==> src/rtl/neuron_register_bank.sv <==
// neuron_register_bank: coefficient/offset/input register bank and the
// start/busy/done sequencer for the neuron core.
// Build option: define NRB_READBACK_EN to add the registered read-back mux
// and clear-on-read of the status sticky bits.
module neuron_register_bank #(
   parameter int              N_COEFF     = 20,
   parameter int              DATA_W      = 16,
   parameter int              ADDR_W      = 9,
   parameter logic [ADDR_W-1:0] COEFF_BASE  = 9'h00C,
   parameter logic [ADDR_W-1:0] START_ADDR  = 9'h08C,
   parameter logic [ADDR_W-1:0] STATUS_ADDR = 9'h090
) (
   input  logic                      Clock,
   input  logic                      Reset_n,
   input  logic [ADDR_W-1:0]         Address,
   input  logic                      Write,
   input  logic                      Read,
   input  logic [DATA_W-1:0]         WriteData,
   output logic [DATA_W-1:0]         ReadData,
   output logic                      ReadValid,
   output logic [N_COEFF*DATA_W-1:0] CoeffBus,
   output logic [DATA_W-1:0]         Offset,
   output logic [DATA_W-1:0]         Entrada,
   output logic                      Start,
   input  logic                      Done,
   output logic                      Busy,
   output logic                      WrErr
);

   localparam int IDX_W = ADDR_W - 2;

   typedef enum logic [1:0] {
      ST_IDLE  = 2'd0,
      ST_START = 2'd1,
      ST_RUN   = 2'd2
   } state_t;

   state_t            state_q, state_d;
   logic [DATA_W-1:0] coeff_q [N_COEFF];
   logic [DATA_W-1:0] coeff_d [N_COEFF];
   logic [DATA_W-1:0] offset_q, offset_d;
   logic [DATA_W-1:0] entrada_q, entrada_d;
   logic              start_q, start_d;
   logic              busy_q, busy_d;
   logic              done_sticky_q, done_sticky_d;
   logic              wr_err_q, wr_err_d;
   logic [DATA_W-1:0] read_data_q, read_data_d;
   logic              read_valid_q, read_valid_d;

   logic [IDX_W-1:0]  word_idx_s;
   logic              in_range_s;
   logic              is_idle_s;
   logic              data_wr_s;
   logic              start_cmd_s;
   logic              start_acc_s;
   logic              err_set_s;
   logic              done_set_s;
   logic              status_rd_s;
   logic [DATA_W-1:0] status_s;

   // Address decode and the handshake events seen at this edge.
   always_comb begin
      word_idx_s  = IDX_W'((Address - COEFF_BASE) >> 2);
      in_range_s  = (Address[1:0] == 2'b00) && (Address >= COEFF_BASE) &&
                    (word_idx_s < IDX_W'(N_COEFF + 2));
      is_idle_s   = (state_q == ST_IDLE);
      data_wr_s   = Write && in_range_s;
      start_cmd_s = Write && (Address == START_ADDR) && WriteData[0];
      start_acc_s = start_cmd_s && is_idle_s;
      // Any data or start write while a computation is in flight is a protocol error.
      err_set_s   = (!is_idle_s) && (data_wr_s || start_cmd_s);
      done_set_s  = (state_q == ST_RUN) && Done;
      status_s    = {{(DATA_W-3){1'b0}}, wr_err_q, done_sticky_q, busy_q};
`ifdef NRB_READBACK_EN
      status_rd_s = Read && (Address == STATUS_ADDR);
`else
      status_rd_s = 1'b0;
`endif
   end

   // Sequencer next state; Done outside RUN is ignored.
   always_comb begin
      state_d = state_q;
      case (state_q)
         ST_IDLE: begin
            if (start_acc_s) begin
               state_d = ST_START;
            end else begin
               state_d = ST_IDLE;
            end
         end
         ST_START: state_d = ST_RUN;
         ST_RUN: begin
            if (Done) begin
               state_d = ST_IDLE;
            end else begin
               state_d = ST_RUN;
            end
         end
         default: state_d = ST_IDLE;
      endcase
      start_d = (state_d == ST_START);
      busy_d  = (state_d != ST_IDLE);
   end

   // Data register loads, accepted only while idle so the core sees stable values.
   always_comb begin
      offset_d  = offset_q;
      entrada_d = entrada_q;
      for (int i = 0; i < N_COEFF; i++) begin
         if (data_wr_s && is_idle_s && (word_idx_s == IDX_W'(i))) begin
            coeff_d[i] = WriteData;
         end else begin
            coeff_d[i] = coeff_q[i];
         end
      end
      if (data_wr_s && is_idle_s && (word_idx_s == IDX_W'(N_COEFF))) begin
         offset_d = WriteData;
      end else begin
         offset_d = offset_q;
      end
      if (data_wr_s && is_idle_s && (word_idx_s == IDX_W'(N_COEFF + 1))) begin
         entrada_d = WriteData;
      end else begin
         entrada_d = entrada_q;
      end
   end

   // Sticky status bits: a set on the same edge as a clear takes priority.
   always_comb begin
      done_sticky_d = done_sticky_q;
      wr_err_d      = wr_err_q;
      if (done_set_s) begin
         done_sticky_d = 1'b1;
      end else if (start_acc_s || status_rd_s) begin
         done_sticky_d = 1'b0;
      end else begin
         done_sticky_d = done_sticky_q;
      end
      if (err_set_s) begin
         wr_err_d = 1'b1;
      end else if (start_acc_s || status_rd_s) begin
         wr_err_d = 1'b0;
      end else begin
         wr_err_d = wr_err_q;
      end
   end

`ifdef NRB_READBACK_EN
   // Read-back mux; returns pre-write values, unmapped addresses read as zero.
   always_comb begin
      read_valid_d = Read;
      read_data_d  = {DATA_W{1'b0}};
      if (Read && (Address == STATUS_ADDR)) begin
         read_data_d = status_s;
      end else if (Read && in_range_s) begin
         for (int i = 0; i < N_COEFF; i++) begin
            if (word_idx_s == IDX_W'(i)) begin
               read_data_d = coeff_q[i];
            end else begin
               read_data_d = read_data_d;
            end
         end
         if (word_idx_s == IDX_W'(N_COEFF)) begin
            read_data_d = offset_q;
         end else if (word_idx_s == IDX_W'(N_COEFF + 1)) begin
            read_data_d = entrada_q;
         end else begin
            read_data_d = read_data_d;
         end
      end else begin
         read_data_d = {DATA_W{1'b0}};
      end
   end
`else
   logic read_unused_s;
   logic [DATA_W-1:0] status_unused_s;
   assign read_unused_s   = Read;
   assign status_unused_s = status_s;

   // Without read-back the read port is tied off.
   always_comb begin
      read_valid_d = 1'b0;
      read_data_d  = {DATA_W{1'b0}};
   end
`endif

   // State and storage flops with synchronous active-low reset.
   always_ff @(posedge Clock) begin
      if (!Reset_n) begin
         state_q       <= ST_IDLE;
         for (int i = 0; i < N_COEFF; i++) begin
            coeff_q[i] <= {DATA_W{1'b0}};
         end
         offset_q      <= {DATA_W{1'b0}};
         entrada_q     <= {DATA_W{1'b0}};
         start_q       <= 1'b0;
         busy_q        <= 1'b0;
         done_sticky_q <= 1'b0;
         wr_err_q      <= 1'b0;
         read_data_q   <= {DATA_W{1'b0}};
         read_valid_q  <= 1'b0;
      end else begin
         state_q       <= state_d;
         for (int i = 0; i < N_COEFF; i++) begin
            coeff_q[i] <= coeff_d[i];
         end
         offset_q      <= offset_d;
         entrada_q     <= entrada_d;
         start_q       <= start_d;
         busy_q        <= busy_d;
         done_sticky_q <= done_sticky_d;
         wr_err_q      <= wr_err_d;
         read_data_q   <= read_data_d;
         read_valid_q  <= read_valid_d;
      end
   end

   // Flatten the coefficient array onto the core-facing bus.
   always_comb begin
      for (int i = 0; i < N_COEFF; i++) begin
         CoeffBus[i*DATA_W +: DATA_W] = coeff_q[i];
      end
   end

   assign Offset    = offset_q;
   assign Entrada   = entrada_q;
   assign Start     = start_q;
   assign Busy      = busy_q;
   assign WrErr     = wr_err_q;
   assign ReadData  = read_data_q;
   assign ReadValid = read_valid_q;

endmodule

==> config.mk <==
export PLATFORM = sky130hd
export DESIGN_NAME = neuron_register_bank
export DESIGN_NICKNAME = d
export VERILOG_FILES = /design/src/rtl/neuron_register_bank.sv
export SDC_FILE = /design/constraint.sdc
export NUM_CORES = 1
export LEC_CHECK = 0
export ABC_CLOCK_PERIOD_IN_PS = 2610
export CAP_MARGIN = 20
export CORE_MARGIN = 4
export CORE_UTILIZATION = 43
export CTS_CLUSTER_DIAMETER = 50
export DETAILED_ROUTE_END_ITERATION = 8
export PLACE_DENSITY = 0.82
export SKIP_LAST_GASP = 1
export SYNTH_ARGS = -nofsm -noshare
export SYNTH_HDL_FRONTEND = slang
export SYNTH_SLANG_ARGS = --single-unit
==> constraint.sdc <==
create_clock -name Clock -period 2.61 [get_ports Clock]
set_input_delay 0.522 -clock Clock [delete_from_list [all_inputs] [get_ports Clock]]
set_output_delay 0.522 -clock Clock [all_outputs]
set_load 0.03 [all_outputs]
==> metrics <==
run status finished clean; H-tree Lvls 2; Die Wd 185 um; Die H 185 um; IO Count 402; top cells by count, synth nand2_1 (374), dfxtp_1 (357), mux2i_1 (355); Row Count 64; Worst Setup SP Address[5]; dpl cells 2063; startpoint types primary input; Gate Count Post-Synth 1296; worst-path maximum fanout 8; Synth Flop Type dfxtp_1; CTS Sinks 357; top-count cell post-synth nand2_1; WL per Instance 21.1 um; min cycle time layout 2.58 ns; Slew headroom 57.5%; post-route setup slack 0.0268 ns; synth unique cells 46; Synth area leaders dfxtp_1 (53%), mux2i_1 (26%), nand2_1 (10%), clkbuf_1 (2.2%), buf_4 (1.6%); CTS max path bufs 3; non-filler cells in the finished layout 2138; Core Area 30700 um^2; Post-Route WL 45200 um; CTS tree built; P&R area growth vs syn 47.2%; Yosys top cell area share 52.9%; antenna violations before repair 0; total gr overflow 0; clock root buffer clkbuf_16; Final Hold Fails 0; Diodes inserted 0; max frequency 387 MHz; EDFF count, synth 0; pwr dens 589 nW/um^2; Post-Place Worst Slack -0.495 ns; Finished Core Util 64.6%; worst hold start coeff_q[0][50]; worst r2r src state_q[1]; DR DRC count 0; fin. max-slew vios 0; Die Area 34300 um^2; Fillers 2362; Ys Warns 0; Seq/Total Area, Yosys 52.9%; FF+latch count, synth 357; drt first pass iters 5; Avg Cell Area, Syn 10.4 um^2; critical path class primary input to flip-flop; DR iter-0 viols 524; leakage power 7.73 nW; Slew @ Worst Pin 0.638 ns; DP Wirelength 30900 um; largest net degree at the start of global routing 91; clock skew 0.0183 ns; fin nets 1749; clock buffer count from CTS 39; Vias 11000; hold bufs inserted after CTS 0; post-synth top area cell dfxtp_1; Detail Route Antenna Nets 0; total power 11.7 mW; Post-Synthesis Cell Area 13500 um^2; number of global-route vias before repair 11500; Skew-Pair Late Insertion Delay 0.53 ns; final instance area 19900 um^2; port buffer count 383; GPL Wtd Cong 0.868; CTS clk-pin slew, worst paths 0.06 ns; mean number of vias per cell 5.16; DP Area 18400 um^2; initial core utilization 43.9%; GRT Util Overall 25.0%; Max Cap Viol 0; HP Class flip-flop to flip-flop; layout cells sized above 1 11.1%; Data required, critical path 3.05 ns; critical path endpoint category flip-flop; Finish-stage setup viols 0; Worst Path Arrival 3.03 ns; first-pass GRT wire length 67000 um; fin crit share 99.0%; ys async rst share 0%; maximum vdd ir drop 0.515 mV
==> repair_timing <==
action	4_1_cts	5_1_grt
endpoints found under the hold margin	0	0
setup buffers	0	3
endpoints found under the setup margin	0	67
resized for setup	0	8
==> cell type report <==
type                            count  area, um^2  share of cell area (%)
Multi-Input combinational cell    829        5880                    29.6
Sequential cell                   357        7150                    36.0
Clock buffer                       52        1090                    5.51
Inverter                            4        15.0                  0.0755
Timing Repair Buffer              483        5000                    25.2
Tap cell                          396         495                    2.49
Clock inverter                     17         243                    1.22
==> per-stage QoR <==
step | setup TNS, ns | hold WS (ns)
after floorplan | -6.16 | 0.519
after global placement | -108.05 | 0.441
after detailed placement | -123.55 | 0.446
after CTS | 0 | 0.457
after global routing | -0.221 | 0.469
final | 0 | 0.456
==> layer usage <==
metal	wire [um]	global-route usage, %	part of all wire, %	vias to the layer above
met5	0	0	0	-
met4	2340	11.6	5.2	0
met3	4470	9.39	9.9	141
met2	20700	40.1	46	493
met1	17700	29.9	39	5273
li1	-	-	-	5124
==> logic make-up after synthesis <==
group                    after synthesis  synth area share, %
AO/OA/AOI/OAI                         17                0.954
XOR/XNOR                               3                0.250
adder cells (fa/ha/maj)                5                0.463
buffers and inverters                126                 4.69
flip-flops                           357                 52.9
multiplexers                         356                 26.4
other                                  1               0.0278
AND/OR/NAND/NOR                      431                 14.3
==> critical path, cell delays in order <==
cell,delay (ns)
clkdlybuf4s50_1,0.42
or3_4,0.40
or4_4,0.43
o211a_4,0.29
buf_12,0.15
nor4_4,0.26
buf_4,0.19
buf_12,0.14
mux2i_1,0.21
==> report_power, final <==
part,switching (mW),internal [mW],total (mW)
combinational,0.391,0.178,0.569
sequential,0.00235,5.45,5.46
clock,2.21,3.46,5.67
==> cell usage in the layout (no fill, tap or decap), drive strengths merged, types with 2 or more instances in the layout <==
cell type	Yosys	final
a21oi	3	3
and3	2	2
buf	42	98
bufinv	0	5
clkbuf	80	55
clkdlybuf4s50	0	380
clkinv	0	10
conb	1	17
dfxtp	357	357
dlymetal6s2s	0	2
ha	5	5
inv	4	6
mux2i	355	355
nand2	374	374
nand3	3	3
nand4	6	6
nand4b	3	3
nor2	4	4
nor2b	3	3
nor3	12	12
nor3b	2	2
nor4	11	11
o21ai	4	4
or3	4	4
xnor2	2	2
==> final timing paths <==
check                     to  slack [ns]  cells past startpoint
max          coeff_q[0][196]        0.03                      9
min           coeff_q[0][50]        0.46                      2
max reg2reg  coeff_q[0][258]        0.80                      8
min reg2reg   coeff_q[0][50]        0.46                      2
==> sequential cells by signal, summed over array words and instances, names as in the netlist <==
name / cells
Entrada: 16
coeff_q: 320
state_q: 2
WrErr: 1
Busy: 1
Start: 1
Offset: 16
No activity file was read; power rests on OpenSTA's default activity.
